<file path="src/rtl/multicycle_ctrl.sv">
// multicycle_ctrl - FETCH/DECODE/EXEC/MEM/WB control sequencer for the 3-bit-opcode teaching CPU
module multicycle_ctrl #(
  parameter int OP_W    = 3,
  parameter int ALUOP_W = 2,
  parameter int CNT_W   = 16
) (
  input  logic               clk_i,
  input  logic               rst_i,
  input  logic [OP_W-1:0]    instr_op_i,
  input  logic               instr_valid_i,
  output logic               instr_ready_o,
  input  logic               mem_ready_i,
  output logic               pc_write_o,
  output logic               RegWrite_o,
  output logic [ALUOP_W-1:0] ALUOp_o,
  output logic               ALUSrc_o,
  output logic               RegDst_o,
  output logic               Branch_o,
  output logic               BranchType_o,
  output logic               MemToReg_o,
  output logic               MemRead_o,
  output logic               MemWrite_o,
  output logic               Jump_o,
  output logic               illegal_o,
  output logic [2:0]         state_o,
  output logic [CNT_W-1:0]   retired_o
);

  typedef enum logic [2:0] {
    FETCH  = 3'd0,
    DECODE = 3'd1,
    EXEC   = 3'd2,
    MEM    = 3'd3,
    WB     = 3'd4
  } state_t;

  localparam logic [2:0] OP_R    = 3'b000;
  localparam logic [2:0] OP_ADDI = 3'b001;
  localparam logic [2:0] OP_SLTI = 3'b010;
  localparam logic [2:0] OP_LW   = 3'b011;
  localparam logic [2:0] OP_SW   = 3'b100;
  localparam logic [2:0] OP_BEQ  = 3'b101;
  localparam logic [2:0] OP_BNE  = 3'b110;

  state_t            state, nextState;
  logic [OP_W-1:0]   opQ;
  logic [CNT_W-1:0]  retiredQ;
  logic [2:0]        opc;
  logic              isIllegal;

  assign opc = opQ[2:0];

  // Any opcode bit above bit 2 marks the instruction illegal.
  generate
    if (OP_W > 3) begin : gIllegal
      assign isIllegal = |opQ[OP_W-1:3];
    end else begin : gNoIllegal
      assign isIllegal = 1'b0;
    end
  endgenerate

  always_ff @(posedge clk_i or negedge rst_i) begin
    if (!rst_i) begin
      state    <= FETCH;
      opQ      <= '0;
      retiredQ <= '0;
    end else begin
      state <= nextState;
      if (state == FETCH && instr_valid_i) opQ <= instr_op_i;
      // pc_write_o marks the final cycle of every legal instruction.
      if (pc_write_o) retiredQ <= retiredQ + 1'b1;
    end
  end

  always_comb begin
    nextState     = state;
    instr_ready_o = 1'b0;
    pc_write_o    = 1'b0;
    RegWrite_o    = 1'b0;
    ALUOp_o       = '0;
    ALUSrc_o      = 1'b0;
    RegDst_o      = 1'b0;
    Branch_o      = 1'b0;
    BranchType_o  = 1'b0;
    MemToReg_o    = 1'b0;
    MemRead_o     = 1'b0;
    MemWrite_o    = 1'b0;
    Jump_o        = 1'b0;
    illegal_o     = 1'b0;
    case (state)
      FETCH: begin
        instr_ready_o = 1'b1;
        if (instr_valid_i) nextState = DECODE;
      end
      DECODE: begin
        if (isIllegal) begin
          illegal_o = 1'b1;
          nextState = FETCH;
        end else begin
          nextState = EXEC;
        end
      end
      EXEC: begin
        case (opc)
          OP_R: begin
            ALUOp_o   = ALUOP_W'(2'b10);
            nextState = WB;
          end
          OP_ADDI: begin
            ALUSrc_o  = 1'b1;
            nextState = WB;
          end
          OP_SLTI: begin
            ALUOp_o   = ALUOP_W'(2'b11);
            ALUSrc_o  = 1'b1;
            nextState = WB;
          end
          OP_LW, OP_SW: begin
            ALUSrc_o  = 1'b1;
            nextState = MEM;
          end
          OP_BEQ, OP_BNE: begin
            ALUOp_o      = ALUOP_W'(2'b01);
            Branch_o     = 1'b1;
            BranchType_o = opc[1];
            pc_write_o   = 1'b1;
            nextState    = FETCH;
          end
          default: begin
            Jump_o     = 1'b1;
            pc_write_o = 1'b1;
            nextState  = FETCH;
          end
        endcase
      end
      MEM: begin
        ALUSrc_o   = 1'b1;
        MemRead_o  = (opc == OP_LW);
        MemWrite_o = (opc == OP_SW);
        if (mem_ready_i) begin
          if (opc == OP_SW) begin
            pc_write_o = 1'b1;
            nextState  = FETCH;
          end else begin
            nextState = WB;
          end
        end
      end
      WB: begin
        RegWrite_o = 1'b1;
        pc_write_o = 1'b1;
        RegDst_o   = (opc == OP_R);
        MemToReg_o = (opc == OP_LW);
        nextState  = FETCH;
      end
      default: nextState = FETCH;
    endcase
  end

  assign state_o   = state;
  assign retired_o = retiredQ;

endmodule

</file>
<file path="config.mk">
export PLATFORM = sky130hd
export DESIGN_NAME = multicycle_ctrl
export DESIGN_NICKNAME = d
export VERILOG_FILES = /design/src/rtl/multicycle_ctrl.sv
export SDC_FILE = /design/constraint.sdc
export NUM_CORES = 1
export LEC_CHECK = 0
export CELL_PAD_IN_SITES_DETAIL_PLACEMENT = 1
export CELL_PAD_IN_SITES_GLOBAL_PLACEMENT = 1
export CORE_UTILIZATION = 34
export CTS_BUF_LIST = sky130_fd_sc_hd__clkbuf_4
export CTS_CLUSTER_SIZE = 28
export DETAILED_ROUTE_END_ITERATION = 6
export PLACE_DENSITY_LB_ADDON = 0.08
export SETUP_SLACK_MARGIN = 0.05
export SYNTH_ARGS = -nofsm -noshare
export SYNTH_HDL_FRONTEND = slang
export SYNTH_SLANG_ARGS = --single-unit
</file>
<file path="constraint.sdc">
create_clock -name clk_i -period 2 [get_ports clk_i]
set_input_delay 0.4 -clock clk_i [delete_from_list [all_inputs] [get_ports clk_i]]
set_output_delay 0.4 -clock clk_i [all_outputs]
set_load 0.03 [all_outputs]
</file>
Word level (Yosys, flattened, before mapping)
Index checks and enable logic that the tools add are counted.
{"block": "totals", "regBits": 22, "input_bits": 7, "out_inout_bits": 33}
{"block": "op_classes", "addsub": 1, "eq_ne": 12, "mux": 25, "n_reduce_logical": 10}
{"operator": "16-bit by 1-bit adder with 16-bit output, second input constant", "count": 1}
{"operator": "1-bit 2-to-1 mux", "count": 16}
{"operator": "3-bit by 2-bit equality test with 1-bit output, second input constant", "count": 4}
{"operator": "3-bit equality test, second input constant", "count": 4}
{"operator": "3-bit one-hot mux with 4 select lines", "count": 1}
{"operator": "3-bit 2-to-1 mux", "count": 3}
{"operator": "7-bit OR reduction", "count": 1}
{"operator": "3-bit by 1-bit equality test with 1-bit output, second input constant", "count": 2}
{"operator": "3-bit zero test", "count": 2}
{"operator": "2-bit one-hot mux with 3 select lines", "count": 1}
{"operator": "3-bit one-hot mux with 2 select lines", "count": 1}
{"operator": "5-bit OR reduction", "count": 1}
{"operator": "2-bit inequality test, second input constant", "count": 2}
{"operator": "2-bit OR reduction", "count": 2}
{"operator": "4-bit OR reduction", "count": 1}
{"operator": "1-bit one-hot mux with 3 select lines", "count": 1}
{"operator": "3-bit OR reduction", "count": 1}
{"operator": "2-bit 2-to-1 mux", "count": 1}
{"operator": "1-bit one-hot mux with 2 select lines", "count": 1}
{"operator": "2-bit AND reduction", "count": 1}
{"operator": "1-bit logical AND", "count": 1}

Longest topological paths before layout
Gate-level depths: netlist of run 1.
{"block": "depth", "depth_word": 4, "depth_mapped": 9, "depth_no_buf": 7}

Least setup slack after synthesis of run 1
No wires, ideal clock.
{"block": "synth_timing", "path_type": "register to output", "start": "reg state[2] (netlist: state_o[2])", "end": "out pc_write_o", "t_arrival_ns": 1.824, "t_required_ns": 1.600, "slack_ns": -0.224, "stages_incl_launch_ff": 6, "path_buffers": 1, "cell_sequence": "dfrtp_1 > nand3b_1 > and2b_1 > a221oi_2 > buf_4 > inv_2"}
{"block": "synth_between", "elab_chain_cells": 2}
{"element": "start, declared", "line": "45", "text": "state_t state, nextState;"}
{"element": "start signal, assigned", "line": "68", "text": "state <= nextState;"}
{"element": "3-bit equality test / 3-bit by 2-bit equality test with 1-bit output (equally long branches)", "line": "90", "text": "case (state)"}
{"element": "1-bit one-hot mux with 3 select lines *", "line": "90"}
{"element": "end, declared", "line": "13", "text": "output logic pc_write_o,"}
Mark *: on every way between the ends. The rest lies on a longest branch, timed or not.

Worst setup path after layout of run 1
{"block": "layout_timing", "start": "reg opQ[2]", "end": "out pc_write_o"}
{"block": "layout_between", "elab_chain_cells": 4}
{"element": "start, declared", "line": "46", "text": "logic [OP_W-1:0] opQ;"}
{"element": "start signal, assigned", "line": "69", "text": "if (state == FETCH && instr_valid_i) opQ <= instr_op_i;"}
{"element": "3-bit by 2-bit equality test with 1-bit output, or another cell as far along", "line": "104", "text": "case (opc)"}
{"element": "5-bit OR reduction (no line) / 1-bit 2-to-1 mux (equally long branches)"}
{"element": "1-bit 2-to-1 mux (on tied branches)", "line": "104, 140"}
{"element": "1-bit one-hot mux with 3 select lines *", "line": "90"}
Marks and branches as above.

==> flow_summary.yaml, run 1 <==
clock_tree:
  insertion_delay_ps: 320
  clkTransAtPathRegs_ps: 130
  cts_buffers: 3
  ctsHoldBuffers: 0
  clock_sinks: 22
  htree_levels: 1
  ctsLongestPathBuffers: 2
  cts_tree: "done"
  root_buffer: "clkbuf_4"
finish:
  stdcell_count: 225
  seq_area_um2: 559
  diodes: 0
  fillCellCount: 360
  syn2layout_area_growth_pct: 63.0
  nNetsFinal: 190
  drive_gt1_share_pct: 40.9
  multi_input_area_um2: 678
sta:
  layout_setup_ws_ps: -93.0
  min_period_ps: 2090
  finalHoldViolations: 0
  report.final.slew_viol_count: 0
  period_share_pct: 105
  tns_ps: -159
  rsz0062_at_grt: "yes"
  fin_skew_ps: 9.33
  max_freq_mhz: 478
  hold-worst-slack_ps: 409
  finalSetupViolations: 2
detailed_routing:
  drt-pass1-iter-count: 4
  ant_nets: 0
  drc_errors: 0
  met1_length_um: 1590
  vias: 1116
  wl_per_cell_um: 15.8
  route.met3.wl_um: 110
  finalWirelength_um: 3550
  top_layer: "met4"
  drt_iter0_markers: 19
  routed_via_density: 4.96
  met2_length_um: 1800
placement:
  pre_cts_ws_ps: -311
  portBuffers: 38
  place_inst: 220
  globalplace.congestion: 0.872
  dp_hpwl_um: 2530
logic_synthesis:
  ys_warn_count: 0
  async_flop_share_pct: 100
  synth_edf_count: 0
  synth_top_cell_by_area: "dfrtp_1"
  yosysUniqueCellTypes: 34
  synth.top_cell.area_share_pct: 46.9
  synthCells: 120
  avgSynthCellArea_um2: 9.78
  synthTopCellsByArea: "dfrtp_1 (47%), xor2_1 (10%), nand2_1 (4.5%), nor4_1 (3.2%), nor3_1 (3.0%)"
  ys_seq_area_share_pct: 46.9
  syn-num-nets: 128
  syn-cell-area_mm2: 0.00117
  synth_ff_type: "dfrtp_1"
  ys_ff_latch: 22
floorplan:
  initial_core_util_pct: 37.2
  die_height_um: 60.8
  placement_rows: 20
  dieArea_mm2: 0.00369
  dieWidth_um: 60.8
  fp.coreArea_mm2: 0.00315
  io_pins: 40
global_routing:
  grt_pass1_vias: 1041
  grt_antenna_before_repair: 0
  gr-total-overflow: 0
  grt_pass1_wl_um: 5380
  track_usage_pct: 20.5
  grt_max_degree: 23
critical_path:
  critPathKind: "flip-flop to primary output"
  crit_chain: "nor3b_1 > and2b_2 > a221oi_4 > inv_2 > buf_6"
  cp_slowest_cell: "dfrtp_1"
  critical_path.max_stage_delay_ps: 420
  start_kind: "flip-flop"
  r2r_setup_slack_ps: 100
  cp-end-kind: "primary output"
  cp.arrival_ps: 1690
  crit_path_max_fanout: 3
  crit_required_ps: 1600
status:
  outcome: "finished, violations left"
  violations: "setup timing"
pwr:
  peakVddDrop_mv: 0.694
  power_density_mw_per_mm2: 1320
  p_leak_uw: 0.000899
flow_run:
  max_cap_viol_count: 0
worst_hold_path:
  hp-class: "input port to async pin"
==> per-layer routing <==
layer	GRT usage, %	vias to the layer above
met4	6.82	0
met2	31.6	23
li1	-	531
met3	4.48	5
met5	0	-
met1	28.8	557
==> flip-flops by register name (all words and copies together) (netlist names) <==
| register | flops |
|---|---|
| retired_o | 16 |
| opQ | 3 |
| state_o | 3 |
==> cell usage after synthesis (2+ instances only) <==
library cell and number:
a21oi_1 3, nand2b_1 3, nand2_1 14, nand3b_1 3, buf_2 3, mux2_2 3, inv_1 2, buf_4 2
dfrtp_1 22, nor4b_1 2, nand3_1 5, nor3b_1 3, xor2_1 14, nor4_1 6, nor2_1 9, xnor2_1 2
nor3_1 7
==> cells by family (layout without fill, tap and decap cells) <==
logic type      count (synthesis)  after routing  share of synthesized area [%]
simple gates                   61             61                           28.8
flops                          22             22                           46.9
xor+xnor                       16             16                           11.9
buf+inv                         9             70                           3.84
compound gates                  7              7                           4.26
mux                             3              3                           2.88
fa+ha+maj                       1              1                           1.07
other cells                     1              1                          0.320
==> worst max-delay path, delay by kind of cell, from the launching register on <==
family,cells,cell delay [ps]
AOI/OAI and AO/OA,1,330
and+or+nand+nor,2,390
DFF,1,420
buffers and inverters,2,240
==> placed cells by master, fill, tap and decap left out, types with 4 or more instances in the layout <==
cell             instances
buf_4                   31
nor4_2                   6
nor3_1                   4
buf_6                    5
xor2_1                  14
nand3_1                  5
dfrtp_1                 15
nand2_1                 12
clkdlybuf4s50_1         21
nor2_1                   7
dfrtp_2                  7
==> path summary, 6_finish.rpt <==
path | to | start | depth (start not counted)
worst max-delay path | pc_write_o | opQ[2] | 5
worst min-delay path | retired_o[12] | rst_i | 2
worst max register to register | retired_o[7] | state_o[2] | 7
worst min register to register | retired_o[15] | retired_o[15] | 1
max in group asynchronous | retired_o[5] | rst_i | 2
min in group clk_i | retired_o[15] | retired_o[15] | 1
==> area by class of cell <==
class                   count  share of cell area, %
clock inverters             1                   1.57
clock buffers               3                   1.18
multi-input cells          89                   35.4
well taps                  44                   2.88
repair buffers             63                   29.1
flip-flops and latches     22                   29.2
inverters                   3                  0.589
==> per-stage QoR <==
stage / power, uW / instance area (um^2) / util (%)
CTS: 2430 / 1840 / 58.4
global route: 2660 / 1910 / 60.7
floorplan: 1420 / 1210 / -
detailed placement: 2050 / 1760 / 55.9
global placement: 2010 / 1760 / 55.9
finish: 2530 / 1910 / 60.7
==> timing repair <==
| item | in CTS | in global routing |
|---|---|---|
| pin swaps | 1 | 3 |
| resized for setup | 24 | 16 |
| setup buffers | 0 | 1 |
| endpoints found under the setup margin | 10 | 16 |
| endpoints found under the hold margin | 0 | 0 |
==> power breakdown <==
part	total (uW)	internal (uW)	switching, uW
clock network	348	203	145
logic	1510	677	836
registers	667	546	120
Note: power is estimated with default switching activity, not from simulation.
==> run 2: changes to the inputs <==
Settings changed: CORE_MARGIN set to 3.
==> flow_summary.yaml, run 2 (synthesis results as in run 1) <==
sta:
  finalSetupViolations: 4
  rsz0062_at_grt: "yes"
  finalHoldViolations: 0
  fin_skew_ps: 2.35
  layout_setup_ws_ps: -94.5
  max_freq_mhz: 477
  report.final.slew_viol_count: 0
  min_period_ps: 2090
  period_share_pct: 105
detailed_routing:
  drc_errors: 0
  finalWirelength_um: 4180
  wl_per_cell_um: 17.9
  ant_nets: 0
  drt_iter0_markers: 59
  routed_via_density: 4.97
  vias: 1157
  drt-pass1-iter-count: 4
clock_tree:
  root_buffer: "clkbuf_4"
  ctsHoldBuffers: 0
  cts_buffers: 3
  cts_tree: "done"
  ctsLongestPathBuffers: 2
  insertion_delay_ps: 310
  clock_sinks: 22
  clkTransAtPathRegs_ps: 120
  htree_levels: 1
finish:
  nNetsFinal: 198
  layout_commonest_cell: "buf_4"
  post-route-util_pct: 65.7
  drive_gt1_share_pct: 47.6
  most-common-layout-cells: "buf_4 (31), clkdlybuf4s50_1 (19), dfrtp_1 (15)"
  diodes: 0
  largest_reg_flops: 16
  syn2layout_area_growth_pct: 77.8
status:
  outcome: "finished, violations left"
  violations: "setup timing"
flow_run:
  max_cap_viol_count: 0
floorplan:
  initial_core_util_pct: 36.9
  dieWidth_um: 64.8
  io_pins: 40
  placement_rows: 20
  die_height_um: 64.8
  fp.coreArea_mm2: 0.00318
  dieArea_mm2: 0.00419
global_routing:
  grt_antenna_before_repair: 0
  track_usage_pct: 18.1
  grt_pass1_vias: 1209
  grt_pass1_wl_um: 5890
  gr-total-overflow: 0
  grt_max_degree: 23
critical_path:
  r2r_start: "opQ[1]"
  critPathKind: "flip-flop to primary output"
  cp-end-kind: "primary output"
  r2r_setup_slack_ps: 110
  start_kind: "flip-flop"
  crit_path_max_fanout: 3
  timing.rr.end: "retired_o[13]"
  cp.arrival_ps: 1690
  critical_path.endpoint: "ALUSrc_o"
  startpoint: "opQ[0]"
  crit_required_ps: 1600
  reg2regPathDepth: 7
pwr:
  p_leak_uw: 0.00103
  power_density_mw_per_mm2: 1300
  peakVddDrop_mv: 0.579
placement:
  dp_hpwl_um: 2540
  portBuffers: 38
  pre_cts_ws_ps: -314
  globalplace.congestion: 0.784
worst_hold_path:
  hp-class: "input port to async pin"
-- run 2: changes by cell type in the layout (fill, tap and decap cells not counted), sizes merged --
cell	change
clkdlybuf4s15	-1
dlymetal6s2s	+2
bufinv	-1
buf	+9
clkdlybuf4s50	-2
clkbuf	+1
-- run 2: timing repair --
action | CTS | global route
setup buffers | 0 | 12
gates resized for setup | 32 | 48
setup endpoints to repair | 10 | 24
pin swaps | 1 | 10
-- run 2: power by group --
group	internal, uW	switching (uW)	total, uW	leakage [uW]
logic	818	1010	1830	0.000729
registers	546	117	663	0.000282
clock network	91.5	138	230	0.0000184
total	1460	1260	2720	0.00103
-- run 2: through the flow --
stage,hold WS [ps],area [um^2],setup TNS (ps),std cells,power (uW)
floorplan,104,1210,-29.9,120,1420
global placement,457,1760,-349,219,2010
detailed placement,478,1760,-414,219,2050
CTS,435,1820,-160,223,2330
global route,431,2090,-824,233,2890
finish,423,2090,-224,233,2720
-- run 2: layout make-up --
cell class	instances	area (um^2)
well taps	44	55.1
fillers	351	1090
flip-flops and latches	22	559
clock buffers	4	30.0
repair buffers	71	657
inverters	3	11.3
multi-input cells	89	774
-- run 2: how the worst min path moves through the flow --
stage | endpoint | cells after the start | start | slack, ps
2_1_floorplan | opQ[0] | 0 | rst_i | 100
3_3_place_gp | retired_o[15] | 1 | retired_o[15] | 460
3_5_place_dp | retired_o[15] | 1 | retired_o[15] | 480
4_1_cts | retired_o[9] | 2 | rst_i | 440
5_1_grt | retired_o[9] | 2 | rst_i | 430
6_report | retired_o[10] | 2 | rst_i | 420
-- run 2: worst max-delay path, cell delays in order (launching register included) --
cell     delay [ps]
dfrtp_1         450
or2_4           270
buf_6           130
xor2_1          140
nor2_1           80
nor2_1          130
buf_4           190
-- run 2: layer usage --
| layer | GRT usage (%) | vias to the layer above | part of all wire [%] |
|---|---|---|---|
| met5 | 0 | - | 0 |
| met4 | 6.33 | 0 | 1.9 |
| met3 | 2.60 | 7 | 4.4 |
| met2 | 31.9 | 33 | 54 |
| met1 | 22.3 | 571 | 40 |
| li1 | - | 546 | - |
==> run 3: changes to the inputs <==
Settings changed: CORE_UTILIZATION 34 to 31, HOLD_SLACK_MARGIN set to 0.15.
Clock period 2 ns to 1.75 ns, I/O delays scaled along.
==> flow_summary.yaml, run 3 (synthesis results as in run 1) <==
detailed_routing:
  wl_per_cell_um: 17.4
  drt_iter0_markers: 16
  drc_errors: 0
  finalWirelength_um: 4120
  drt-pass1-iter-count: 4
  ant_nets: 0
  vias: 1189
  routed_via_density: 5.02
placement:
  dp_hpwl_um: 2550
  portBuffers: 38
  globalplace.congestion: 0.767
  pre_cts_ws_ps: -521
clock_tree:
  root_buffer: "clkbuf_4"
  ctsLongestPathBuffers: 2
  clkTransAtPathRegs_ps: 120
  htree_levels: 1
  cts_buffers: 3
  cts_tree: "done"
  insertion_delay_ps: 310
  clock_sinks: 22
sta:
  finalHoldViolations: 0
  layout_setup_ws_ps: -275
  fin_skew_ps: 8.46
  finalSetupViolations: 25
  hold-worst-slack_ps: 378
  rsz0062_at_grt: "yes"
  max_freq_mhz: 494
  min_period_ps: 2030
  report.final.slew_viol_count: 0
  period_share_pct: 116
  tns_ps: -3240
finish:
  seq_area_um2: 562
  fillCellCount: 376
  most-common-layout-cells: "buf_6 (23), buf_4 (23), dlygate4sd2_1 (18)"
  diodes: 0
  post-route-util_pct: 63.8
  largest_reg_flops: 16
  nNetsFinal: 200
  syn2layout_area_growth_pct: 90.0
  multi_input_area_um2: 860
  drive_gt1_share_pct: 55.5
critical_path:
  critical_path.max_stage_delay_ps: 440
  crit_required_ps: 1400
  critPathKind: "flip-flop to primary output"
  cp.arrival_ps: 1680
  crit_path_max_fanout: 2
  start_kind: "flip-flop"
  cp-end-kind: "primary output"
  cp_slowest_cell: "dfrtp_2"
  crit_chain: "nand3b_1 > and2b_4 > a221oi_4 > inv_8 > buf_6"
status:
  outcome: "finished, violations left"
  violations: "setup timing"
floorplan:
  dieArea_mm2: 0.00456
  placement_rows: 21
  initial_core_util_pct: 33.6
  io_pins: 40
  die_height_um: 67.5
  dieWidth_um: 67.5
  fp.coreArea_mm2: 0.00349
worst_hold_path:
  hp-class: "input port to async pin"
global_routing:
  track_usage_pct: 17.7
  grt_max_degree: 23
  gr-total-overflow: 0
  grt_antenna_before_repair: 0
  grt_pass1_vias: 1238
  grt_pass1_wl_um: 6040
flow_run:
  max_cap_viol_count: 0
pwr:
  peakVddDrop_mv: 0.674
  p_leak_uw: 0.00115
  finalPower_uw: 3270
  power_density_mw_per_mm2: 1470
run 3: changes by cell type in the layout (fill, tap and decap cells not counted), sizes merged:
cell           delta
clkdlybuf4s50    -13
clkbuf            +1
dlygate4sd2      +16
buf               +2
dlymetal6s2s      -4
run 3: where the power goes:
group / internal [uW] / switching, uW
sequential: 624 / 131
combinational: 1050 / 1210
clock: 104 / 149
run 3: metal layers:
metal | track usage [%] | part of all wire [%] | vias to the layer above
met5 | 0 | 0 | -
li1 | - | - | 557
met2 | 31.2 | 54 | 36
met4 | 8.10 | 2.2 | 0
met1 | 21.1 | 40 | 588
met3 | 2.33 | 3.5 | 8
run 3: layout make-up:
cell class / instances / share of cell area [%]
repair buffers: 73 / 31.4
clock buffers: 4 / 1.35
flip-flops and latches: 22 / 25.2
multi-input cells: 89 / 38.6
inverters: 3 / 0.954
well taps: 46 / 2.58
run 3: critical path, delay by kind of cell, from the launching register on:
kind | cells | cell delay (ps)
AO/OA/AOI/OAI | 1 | 390
buffers and inverters | 2 | 180
flip-flops | 1 | 440
AND/OR/NAND/NOR | 2 | 360
run 3: path summary, 6_finish.rpt:
check | startpoint | to | slack, ps | cells past startpoint
worst max-delay path | state_o[1] | pc_write_o | -280 | 5
worst min-delay path | rst_i | retired_o[2] | 380 | 2
worst max register to register | opQ[1] | retired_o[7] | -210 | 8
worst min register to register | retired_o[15] | retired_o[15] | 470 | 1
max in group asynchronous | rst_i | state_o[2] | 1130 | 2
min in group clk_i | retired_o[15] | retired_o[15] | 470 | 1
run 3: per-stage QoR:
stage,cell area (um^2),std cells
after floorplan,1300,120
after global placement,1840,222
after detailed placement,1840,222
after CTS,2070,231
after global routing,2230,237
final,2230,237
run 3: what timing repair did:
item                                    4_1_cts  5_1_grt
endpoints found under the setup margin       45       29
hold endpoints to repair                      0        0
resized for setup                            66       21
gates cloned                                  0        1
hold buffers                                  0        0
buffers inserted                              6        6
pin swaps                                    10       18
